<file path="config.mk">
export PLATFORM = sky130hd
export DESIGN_NAME = game_event_ctrl
export DESIGN_NICKNAME = d
export VERILOG_FILES = /design/src/rtl/game_event_ctrl.sv
export SDC_FILE = /design/constraint.sdc
export NUM_CORES = 1
export LEC_CHECK = 0
export CAP_MARGIN = 20
export CORE_ASPECT_RATIO = 1.75
export CORE_UTILIZATION = 41
export DETAILED_ROUTE_END_ITERATION = 8
export SLEW_MARGIN = 20
export SYNTH_ARGS = -nofsm -noshare
export SYNTH_HDL_FRONTEND = slang
export SYNTH_SLANG_ARGS = --single-unit
</file>
<file path="constraint.sdc">
create_clock -name clk -period 4.56 [get_ports clk]
set_input_delay 0.456 -clock clk [delete_from_list [all_inputs] [get_ports clk]]
set_output_delay 0.456 -clock clk [all_outputs]
set_load 0.02 [all_outputs]
</file>
<file path="src/rtl/game_event_ctrl.sv">
// Game event initiator: debounces start/restart buttons and qualifies collision into
// single-cycle start_game / restart / game_over pulses against the current game_state state.
module game_event_ctrl #(
    parameter int DEBOUNCE_CYCLES = 1_000_000,
    parameter int DB_W            = 20,
    parameter int GRACE_CYCLES    = 25_000_000,
    parameter int GR_W            = 25
) (
    input  logic       clk,
    input  logic       rst_n,
    input  logic       btn_start,
    input  logic       btn_restart,
    input  logic       collision,
    input  logic [1:0] state,
    output logic       start_game,
    output logic       restart,
    output logic       game_over
);

    localparam logic [1:0]      ST_IDLE    = 2'b00;
    localparam logic [1:0]      ST_PLAYING = 2'b01;
    localparam logic [1:0]      ST_OVER    = 2'b10;
    localparam logic [1:0]      ST_ILLEGAL = 2'b11;
    localparam logic [DB_W-1:0] DB_LAST    = DB_W'(DEBOUNCE_CYCLES - 1);
    localparam logic [GR_W-1:0] GR_LOAD    = GR_W'(GRACE_CYCLES);

    // Bit 0 is the start button, bit 1 the restart button.
    logic [1:0]      btn_raw;
    logic [1:0]      s1;
    logic [1:0]      s2;
    logic [1:0]      db_level;
    logic [1:0]      db_prev;
    logic [1:0]      req;
    logic [DB_W-1:0] cnt [2];

    logic [1:0]      prev_state;
    logic [GR_W-1:0] grace_cnt;
    logic            go_sent;

    logic            is_playing;
    logic            fresh_entry;
    logic            start_fire;
    logic            restart_fire;
    logic            go_fire;

    assign btn_raw = {btn_restart, btn_start};

    always_ff @(posedge clk or negedge rst_n) begin
        if (!rst_n) begin
            s1       <= '0;
            s2       <= '0;
            db_level <= '0;
            db_prev  <= '0;
            cnt[0]   <= '0;
            cnt[1]   <= '0;
        end else begin
            s1      <= btn_raw;
            s2      <= s1;
            db_prev <= db_level;
            for (int i = 0; i < 2; i++) begin
                if (s2[i] == db_level[i]) begin
                    cnt[i] <= '0;
                end else if (cnt[i] == DB_LAST) begin
                    db_level[i] <= s2[i];
                    cnt[i]      <= '0;
                end else begin
                    cnt[i] <= cnt[i] + DB_W'(1);
                end
            end
        end
    end

    assign req = db_level & ~db_prev;

    always_comb begin
        is_playing   = (state == ST_PLAYING);
        fresh_entry  = is_playing && (prev_state != ST_PLAYING);
        start_fire   = req[0] && (state == ST_IDLE);
        restart_fire = req[1] && ((state == ST_PLAYING) || (state == ST_OVER));
        // Restart wins a same-cycle tie; the collision is picked up next cycle if still playing.
        go_fire      = is_playing && !fresh_entry && (grace_cnt == '0) &&
                       collision && !go_sent && !restart_fire;
    end

    always_ff @(posedge clk or negedge rst_n) begin
        if (!rst_n) begin
            prev_state <= ST_IDLE;
            grace_cnt  <= '0;
            go_sent    <= 1'b0;
            start_game <= 1'b0;
            restart    <= 1'b0;
            game_over  <= 1'b0;
        end else begin
            prev_state <= state;
            if (state == ST_ILLEGAL) begin
                grace_cnt <= '0;
            end else if (fresh_entry) begin
                grace_cnt <= GR_LOAD;
            end else if (grace_cnt != '0) begin
                grace_cnt <= grace_cnt - GR_W'(1);
            end
            if (!is_playing) begin
                go_sent <= 1'b0;
            end else if (go_fire) begin
                go_sent <= 1'b1;
            end
            start_game <= start_fire;
            restart    <= restart_fire;
            game_over  <= go_fire;
        end
    end

endmodule

</file>
==> results by group <==
Routing
  – DR DRC count: 0
  – DRT iter0 DRCs: 118
  – Pre-Repair DR Iteration Count: 4
  – WL final: 7.15 mm
  – Detail Route Antenna Nets: 0
  – Vias: 2,705
  – Wire per inst: 13.9 um
  – DR vias/cell: 5.26

Clocking
  – Clock sink count: 79
  – H-tree Lvls: 3
  – # hold bufs at CTS: 0
  – TritonCTS clock tree: yes
  – Clock buffer depth: 2
  – Insertion delay to the later sink of the worst-skew pair: 330 ps
  – Clk slew on worst S/H paths: 60 ps
  – Postcts setup bufs: 0
  – CTS buffer count: 9
  – Clk root buf: clkbuf_16
  – Post-CTS Resized: 0

Timing
  – Worst Tran Pin Value: 722 ps
  – RSZ-0062 raised after global routing: no
  – Number of setup violations in the final report: 0
  – Max frequency: 431 MHz
  – Clock Skew: 10.5 ps
  – Minimum clock period: 2320 ps
  – Pins Over Slew Limit: 0
  – Relative slew margins: 51.8%
  – Hold Fails Final Rpt: 0
  – Final cycle utilization of the critical path: 50.8%
  – Final WS setup: 2240 ps
  – Setup TNS Final: 0 ps

Final layout
  – Area Overhead vs Synth: 13.7%
  – Leading cell types in the layout, fill and taps excluded: dfrtp_1, nor2_1, xor2_1, nand2_1, nand3_1
  – Final net count: 403
  – Number of diodes: 0
  – Design area: 4320 um2
  – Leading cell type in the layout, fill and taps excluded: dfrtp_1
  – Layout cells sized above 1: 7.61%
  – Post-route insts no fill: 514

Global route
  – Global route total overflow: 0
  – Total track usage: 17.1%
  – Vias in the first global route: 2,680
  – Antenna violations before repair: 0
  – First-pass GRT wire length: 12.5 mm
  – Largest net degree at the start of global routing: 80

Run
  – Number of max-cap violations: 0

Placed design
  – Dpl cell area: 4000 um2
  – Placer Congestion: 0.819
  – Placed cell count: 498
  – Post-Place Worst Slack: 2240 ps
  – IO buf count: 9
  – Post-detail-place hpwl: 4.90 mm

Synthesis
  – XOR/XNOR share of the synthesized area: 11.3%
  – Yosys top cell by area: dfrtp_1
  – Yosys cell types: 48
  – Synthesized area: 3800 um2
  – Synthesis-stage register bit count: 79
  – Main combinational cell family by area after synthesis: simple AND/OR/NAND/NOR gates
  – Post-synthesis compound-gate area fraction: 5.43%
  – Post-synth top area share: 52.0%
  – Syn Area/Cell: 10.1 um2
  – Post-synthesis simple-gate area fraction: 25.9%
  – Post-synth EDFFs: 0
  – Ys flop type: dfrtp_1
  – Synth async-reset ratio: 100%
  – Ranking of synthesized cells by area: dfrtp_1, xor2_1, nor2_1
  – Post-synthesis adder-cell area fraction: 2.30%
  – Synth Instances: 378
  – Register area share after synthesis: 52.0%
  – Syn Nets: 392
  – Mux contribution to synthesized area: 1.12%
  – Ys Warns: 0

Floorplan
  – Die W: 74.8 um
  – Die height: 129 um
  – Initial core utilization: 42.1%
  – IO Pins: 10
  – Core area: 9040 um2
  – Rows: 46
  – Die area: 9680 um2

Worst setup path
  – WP data arrival: 2580 ps
  – WP data required: 4820 ps
  – Critical path type: reg2reg
  – CP max FO: 7
  – Setup crit start kind: flip-flop
  – Endpoint class of the critical path: flip-flop

Power
  – Leak: 1.84 nW
  – Pwr Density: 453 nW/um2
  – Worst VDD drop: 0.248 mV

Min path
  – Min-Delay Path Class: in2async

Status
  – Status: completed
-- report_power, final --
group	internal (W)	leakage, nW	total (W)	switching, W
registers	0.000773	1.06	0.000873	0.000100
logic	0.000137	0.633	0.000324	0.000187
clock network	0.000480	0.152	0.000761	0.000282
-- worst paths after layout --
check	slack (ps)	start	to	cells past startpoint
max	2240	grace_cnt[0]	grace_cnt[22]	6
min	120	rst_n	grace_cnt[2]	1
max reg2reg	2240	grace_cnt[0]	grace_cnt[22]	6
min reg2reg	350	s1[0]	s2[0]	0
max in group asynchronous	3900	rst_n	cnt[23]	1
min in group clk	350	s1[0]	s2[0]	0
-- metal layers --
| metal | GRT usage [%] | part of all wire, % |
|---|---|---|
| met3 | 3.65 | 2.4 |
| met1 | 20.6 | 43 |
| met5 | 0 | 0 |
| met2 | 28.3 | 52 |
| met4 | 8.77 | 3.0 |
-- critical path, cell delays in order, from the launching register on --
cell     delay [ps]
dfrtp_1         410
inv_1           130
ha_1            260
or3b_1          510
or4_1           460
or3_1           310
a31oi_1         160
-- registers in the layout, indices dropped and copies added, names as in the netlist --
name	cells
game_over	1
go_sent	1
db_level	2
s2	2
s1	2
grace_cnt	25
cnt	40
prev_state	2
start_game	1
db_prev	2
restart	1
-- layout make-up --
cell class	instances	area (um2)
Tap cell	120	150
Clock inverter	7	97.6
Timing Repair Buffer	9	91.3
Inverter	9	33.8
Multi-Input combinational cell	281	1750
Fill cell	836	4710
Clock buffer	9	225
Sequential cell	79	1980
-- cell usage after synthesis (7+ instances only) --
cell / instances
xnor2_1: 14
inv_1: 9
dfrtp_1: 79
nand4_1: 11
nand3_1: 24
xor2_1: 35
o21ai_1: 8
ha_1: 7
a21oi_1: 10
or3_1: 8
nand2_1: 26
nor2_1: 67
nor3_1: 8
-- kinds of logic after synthesis --
kind of cell | count (synthesis)
adder cells (fa/ha/maj) | 7
buffers and inverters | 18
XOR/XNOR | 49
flip-flops | 79
AO/OA/AOI/OAI | 35
multiplexers | 4
AND/OR/NAND/NOR | 186
-- stage by stage --
stage                     utilization, %  hold WS (ps)  total power [W]
after global routing                47.9           223          0.00206
final                               47.9           121          0.00196
after floorplan                        -           160          0.00111
after detailed placement            44.2           337          0.00120
after CTS                           47.8           319          0.00198
after global placement              44.2           335          0.00120
Note: power is estimated with default switching activity, not from simulation.
